==> src/rtl/instr_loader_pkg.sv <==
// Shared types and helpers for the instruction-memory loader.
// Latency: n/a (declarations only).
// Backpressure: n/a.
package instr_loader_pkg;

  localparam int BYTE_WIDTH = 8;

  typedef enum logic [2:0] {
    IDLE  = 3'd0,
    RECV  = 3'd1,
    WRITE = 3'd2,
    CKSUM = 3'd3,
    DONE  = 3'd4
  } state_e;

  // Number of stream bytes needed to fill one instruction word.
  function automatic int calc_bytes_per_instr(input int instr_width);
    return (instr_width + BYTE_WIDTH - 1) / BYTE_WIDTH;
  endfunction

endpackage

==> src/rtl/instr_word_assembler.sv <==
// Collects little-endian bytes into one instruction word; bits beyond INSTR_WIDTH are dropped.
// Latency: word_full_o is combinational with the final byte's take; word_o is updated at that edge.
// Backpressure: none of its own; the parent only asserts take_i on real handshake transfers.
module instr_word_assembler
  import instr_loader_pkg::*;
#(
  parameter int INSTR_WIDTH = 9
) (
  input  logic                   clk,
  input  logic                   rst_n,
  input  logic                   clear_i,
  input  logic                   take_i,
  input  logic [7:0]             byte_i,
  output logic                   word_full_o,
  output logic [INSTR_WIDTH-1:0] word_o
);

  localparam int BYTES_PER_INSTR = calc_bytes_per_instr(INSTR_WIDTH);
  localparam int CW              = (BYTES_PER_INSTR > 1) ? $clog2(BYTES_PER_INSTR) : 1;
  localparam int WW              = BYTES_PER_INSTR * BYTE_WIDTH;
  localparam logic [CW-1:0] LAST = CW'(BYTES_PER_INSTR - 1);

  logic [CW-1:0]          cnt_q, cnt_d;
  logic [INSTR_WIDTH-1:0] word_q, word_d;
  logic [CW+2:0]          shamt;

  // Bit offset of the slot the next byte lands in.
  assign shamt       = {cnt_q, 3'b000};
  assign word_full_o = take_i && (cnt_q == LAST);
  assign word_o      = word_q;

  // Next-state: insert the byte into its slot and advance/wrap the byte counter.
  always_comb begin
    cnt_d  = cnt_q;
    word_d = word_q;
    if (clear_i) begin
      cnt_d  = '0;
      word_d = '0;
    end else if (take_i) begin
      word_d = (word_q & ~INSTR_WIDTH'(WW'(8'hFF) << shamt))
             | INSTR_WIDTH'(WW'(byte_i) << shamt);
      cnt_d  = (cnt_q == LAST) ? '0 : cnt_q + 1'b1;
    end
  end

  // State registers with synchronous reset.
  always_ff @(posedge clk) begin
    if (!rst_n) begin
      cnt_q  <= '0;
      word_q <= '0;
    end else begin
      cnt_q  <= cnt_d;
      word_q <= word_d;
    end
  end

endmodule

==> src/rtl/instr_loader.sv <==
// Loads a byte stream into instruction memory at addresses 0..num_instr-1; busy until finished.
// Latency: one WRITE cycle after the last byte of each word; BYTES_PER_INSTR+1 cycles per word minimum.
// Backpressure: byte_ready only in RECV (and CKSUM when INSTR_LOADER_CHECKSUM_EN is defined).
module instr_loader
  import instr_loader_pkg::*;
#(
  parameter int ADDR_WIDTH  = 12,
  parameter int INSTR_WIDTH = 9
) (
  input  logic                   clk,
  input  logic                   rst_n,
  input  logic                   start,
  input  logic [ADDR_WIDTH:0]    num_instr,
  input  logic [7:0]             byte_in,
  input  logic                   byte_valid,
  output logic                   byte_ready,
  output logic                   wr_en,
  output logic [ADDR_WIDTH-1:0]  wr_addr,
  output logic [INSTR_WIDTH-1:0] wr_data,
  output logic                   busy,
  output logic                   done,
  output logic                   error
);

  // DEPTH = 2**ADDR_WIDTH, expressed at count width so DEPTH itself is representable.
  localparam logic [ADDR_WIDTH:0] DEPTH = {1'b1, {ADDR_WIDTH{1'b0}}};

  state_e              state_q, state_d;
  logic [ADDR_WIDTH:0] idx_q, idx_d;
  logic [ADDR_WIDTH:0] num_q, num_d;
  logic                bad_q, bad_d;
  logic                legal;
  logic                start_ok;
  logic                take;
  logic                word_full;
`ifdef INSTR_LOADER_CHECKSUM_EN
  logic [7:0]          cks_q, cks_d;
  logic                cks_err_q, cks_err_d;
`endif

  assign legal    = (num_instr != '0) && (num_instr <= DEPTH);
  assign start_ok = (state_q == IDLE) && start && legal;
  assign take     = byte_valid && byte_ready;

`ifdef INSTR_LOADER_CHECKSUM_EN
  assign byte_ready = (state_q == RECV) || (state_q == CKSUM);
  assign error      = bad_q || ((state_q == DONE) && cks_err_q);
`else
  assign byte_ready = (state_q == RECV);
  assign error      = bad_q;
`endif
  assign wr_en   = (state_q == WRITE);
  assign wr_addr = idx_q[ADDR_WIDTH-1:0];
  assign busy    = (state_q != IDLE);
  assign done    = (state_q == DONE) || bad_q;

  instr_word_assembler #(
    .INSTR_WIDTH (INSTR_WIDTH)
  ) u_asm (
    .clk         (clk),
    .rst_n       (rst_n),
    .clear_i     (start_ok),
    .take_i      (take && (state_q == RECV)),
    .byte_i      (byte_in),
    .word_full_o (word_full),
    .word_o      (wr_data)
  );

  // FSM next-state, index/count bookkeeping and illegal-count pulse.
  always_comb begin
    state_d = state_q;
    idx_d   = idx_q;
    num_d   = num_q;
    bad_d   = 1'b0;
`ifdef INSTR_LOADER_CHECKSUM_EN
    cks_d     = cks_q;
    cks_err_d = cks_err_q;
`endif
    case (state_q)
      IDLE: begin
        if (start) begin
          if (legal) begin
            num_d   = num_instr;
            idx_d   = '0;
            state_d = RECV;
`ifdef INSTR_LOADER_CHECKSUM_EN
            cks_d     = '0;
            cks_err_d = 1'b0;
`endif
          end else begin
            bad_d = 1'b1;
          end
        end
      end
      RECV: begin
        if (take) begin
`ifdef INSTR_LOADER_CHECKSUM_EN
          cks_d = cks_q ^ byte_in;
`endif
          if (word_full) state_d = WRITE;
        end
      end
      WRITE: begin
        if ((idx_q + 1'b1) == num_q) begin
`ifdef INSTR_LOADER_CHECKSUM_EN
          state_d = CKSUM;
`else
          state_d = DONE;
`endif
        end else begin
          idx_d   = idx_q + 1'b1;
          state_d = RECV;
        end
      end
`ifdef INSTR_LOADER_CHECKSUM_EN
      CKSUM: begin
        if (take) begin
          cks_err_d = (byte_in != cks_q);
          state_d   = DONE;
        end
      end
`endif
      DONE:    state_d = IDLE;
      default: state_d = IDLE;
    endcase
  end

  // State registers; reset aborts any load in progress.
  always_ff @(posedge clk) begin
    if (!rst_n) begin
      state_q <= IDLE;
      idx_q   <= '0;
      num_q   <= '0;
      bad_q   <= 1'b0;
`ifdef INSTR_LOADER_CHECKSUM_EN
      cks_q     <= '0;
      cks_err_q <= 1'b0;
`endif
    end else begin
      state_q <= state_d;
      idx_q   <= idx_d;
      num_q   <= num_d;
      bad_q   <= bad_d;
`ifdef INSTR_LOADER_CHECKSUM_EN
      cks_q     <= cks_d;
      cks_err_q <= cks_err_d;
`endif
    end
  end

endmodule

==> config.mk <==
export PLATFORM = sky130hd
export DESIGN_NAME = instr_loader
export DESIGN_NICKNAME = d
export VERILOG_FILES = /design/src/rtl/instr_loader_pkg.sv /design/src/rtl/instr_word_assembler.sv /design/src/rtl/instr_loader.sv
export SDC_FILE = /design/constraint.sdc
export NUM_CORES = 1
export LEC_CHECK = 0
export BUFFER_PORTS_ARGS = -buffer_cell sky130_fd_sc_hd__buf_2
export CORE_ASPECT_RATIO = 1.4
export CORE_MARGIN = 1
export CORE_UTILIZATION = 35
export CTS_CLUSTER_SIZE = 20
export DETAILED_ROUTE_END_ITERATION = 8
export MAX_ROUTING_LAYER = met4
export SKIP_CTS_REPAIR_TIMING = 1
export SYNTH_ARGS = -nofsm -noshare
export SYNTH_HDL_FRONTEND = slang
export SYNTH_SLANG_ARGS = --single-unit
export TNS_END_PERCENT = 100
==> constraint.sdc <==
create_clock -name clk -period 3.2 [get_ports clk]
set_input_delay 0.16 -clock clk [delete_from_list [all_inputs] [get_ports clk]]
set_output_delay 0.16 -clock clk [all_outputs]
set_load 0.05 [all_outputs]
==> metrics.cfg <==
[detailed_routing]
remaining_drc_errors = 4
wl_met2_um = 3220
met3WireLength_um = 297
drtIter0Drc = 159
vias = 2169
viasPerCell = 5.37
wl_per_cell_um = 15.4
drtPass1Iterations = 7
wirelength_met1_um = 2620
wl_um = 6210
highest_layer = met4
ant_nets = 0

[critical_path]
critPathTopFamily = simple AND/OR/NAND/NOR gates
crit_path_top_delay_cell = or4_4
reg2regPathDepth = 8
path_class = flop to flop
cp-start-kind = flop
crit_fanout = 6
worstPathRequired_ns = 3.40
worst_setup_path_end_kind = flop
path_cells = ha_1 > nand3_1 > or4_1 > xnor2_1 > or4_4 > or4_4 > a22o_1 > a41o_1
cpPeakStageDelay_ns = 0.56
rr_endpoint = idx_q[10]$_SDFFE_PN0P_
path_buf_inv = 0
rrSetupSlack_ns = 0.21
arrival_ns = 3.19
crit_top_cell = or4_4
r2r-start = idx_q[1]$_SDFFE_PN0P_

[global_routing]
grt_pass1_wl_um = 10200
grt-ovfl-total = 0
grt_pass1_vias = 2076
track_usage_pct = 19.3
antenna_found_initial = 0
grt_max_degree = 23

[yosys]
avgSynthCellArea_um2 = 7.96
netlist_instances = 289
synth_nets = 315
ys_ff_latch = 40
synth-edff-count = 0
yosysWarnings = 0
synth_top_area_share_pct = 34.8
yosys.cell_types.count = 51
synthArstFlopShare_pct = 0
synth.top_cells.by_area = dfxtp_1 (35%), nand2_1 (6.7%), a21oi_1 (4.8%), nor2_1 (4.6%), mux2i_1 (4.4%)
yosys.area.top_type = dfxtp_1
post_synth_instance_area_mm2 = 0.00230
synth_flop_cell = dfxtp_1
seq_area_frac_synth_pct = 34.8

[finish]
drive_above_1_share_pct = 24.4
antenna_cells = 0
finalNonFillerCells = 404
mostFrequentLayoutCells = buf_2 (50), nand2_1 (41), dfxtp_1 (40)
area_delta_synth_final_pct = 16.7
layout_commonest_cell = buf_2
fin_nets = 357

[cts]
htree_levels = 2
cts_max_path_buffers = 2
clock_latency_ns = 0.30
cts-root-buf = clkbuf_8
cts_sinks = 40
cts_buffers = 5
tritoncts = built
clk_pin_slew_worst_paths_ns = 0.09

[power]
finalPower_mw = 1.08
ir_drop_v = 0.000332
p_leak_nw = 1.18
p_per_area_mw_per_mm2 = 403

[floorplanning]
die_h_um = 97.9
fp.dieArea_mm2 = 0.00691
coreArea_mm2 = 0.00630
start_util_pct = 36.5
ioPinCount = 51
row_count = 34
die-width_um = 70.5

[min_path]
hold_path.class = input pin to flop
hp-start = byte_in[1]
whs_path_depth = 3

[outcome]
violations = design-rule violations
status = complete, but fails checks

[timing]
fin_skew_ns = 0.00888
holdWs_ns = 0.0901
fin_crit_sh_pct = 93.4
rsz0062_at_grt = false
setup_viol = 0
final_max_slew_viol_count = 0
slew-limit-headroom_pct = 47.1
finalSetupTns_ns = 0
tightest_slew_ns = 0.791
post-route-min-period_ns = 2.99
hold_viol_final = 0
fmax_ghz = 0.334

[placement]
place_inst = 396
io_buffers = 50
place_hpwl_um = 4780
gp_congestion = 0.946

[job]
maxCapViolations = 0

## metrics by stage
step	setup slack (ns)	utilization (%)	cell area, um^2
finish	0.210	42.6	2690
global placement	0.165	40.8	2570
detailed placement	0.137	40.8	2570
floorplan	0.0835	-	2300
CTS	0.106	42.6	2680
global route	0.0949	42.6	2690
## cell usage after synthesis, types with 2 or more instances
cell type and n:
dfxtp_1 40, buf_4 12, or3_1 3, buf_6 2, and3_1 5, o41ai_1 2
o2111ai_1 3, a21oi_1 22, nor3b_1 2, nand3_1 15, nor4_1 7, or4_1 4
inv_1 6, nor3_1 5, a32o_1 2, clkbuf_1 6, nand4_1 4, nand2_1 41
a21o_1 6, o21ai_1 2, a211o_1 2, mux2i_1 10, nor2_1 28, xnor2_1 11
nor2b_1 3, a211oi_1 2, o211ai_1 3, o21ai_0 6, xor2_1 6, nand2b_1 2
buf_2 6, buf_1 2
## worst reg2reg max path: stages, from the launching register on
cell and delay [ns]:
dfxtp_1 0.35, ha_1 0.23, nand3_1 0.11, or4_1 0.55
xnor2_1 0.18, or4_4 0.50, or4_4 0.56, a22o_1 0.23
a41o_1 0.19
## per-layer routing
metal,global-route usage [%],vias up
met2,34.1,61
met4,5.81,0
met1,22.0,1001
met5,-,-
met3,3.30,8
li1,-,1099
## power by group
part | internal (mW) | leakage [nW] | switching [mW]
Clock | 0.235 | 0.0548 | 0.194
Sequential | 0.510 | 0.324 | 0.0105
Combinational | 0.0503 | 0.805 | 0.0828
Total | 0.795 | 1.18 | 0.288
## worst max path at each step
stage	start	to	slack [ns]	depth (start not counted)
global route	idx_q[1]$_SDFFE_PN0P_	idx_q[10]$_SDFFE_PN0P_	0.09	8
detailed placement	idx_q[1]$_SDFFE_PN0P_	idx_q[10]$_SDFFE_PN0P_	0.14	8
floorplan	idx_q[0]$_SDFFE_PN0P_	idx_q[10]$_SDFFE_PN0P_	0.08	9
CTS	idx_q[1]$_SDFFE_PN0P_	idx_q[10]$_SDFFE_PN0P_	0.11	8
global placement	idx_q[0]$_SDFFE_PN0P_	idx_q[10]$_SDFFE_PN0P_	0.16	8
finish	idx_q[1]$_SDFFE_PN0P_	idx_q[10]$_SDFFE_PN0P_	0.21	8
## logic make-up (layout without fill, tap and decap cells)
group	count (synthesis)	after routing	share of synthesized area [%]
buffers and inverters	35	78	8.65
AND/OR/NAND/NOR	127	127	27.4
multiplexers	11	11	4.84
adder cells (fa/ha/maj)	1	1	0.544
AO/OA/AOI/OAI	57	57	16.6
flip-flops	40	40	34.8
XOR/XNOR	18	18	7.18
## final cells by class
| class | instances | area (um^2) |
|---|---|---|
| clock buffer | 5 | 68.8 |
| clock inverter | 3 | 46.3 |
| fill | 660 | 3610 |
| inverter | 7 | 26.3 |
| multi-input combinational | 214 | 1310 |
| sequential | 40 | 801 |
| tap | 72 | 90.1 |
| timing repair buffer | 63 | 348 |
Power figures use the tool's default switching activity.
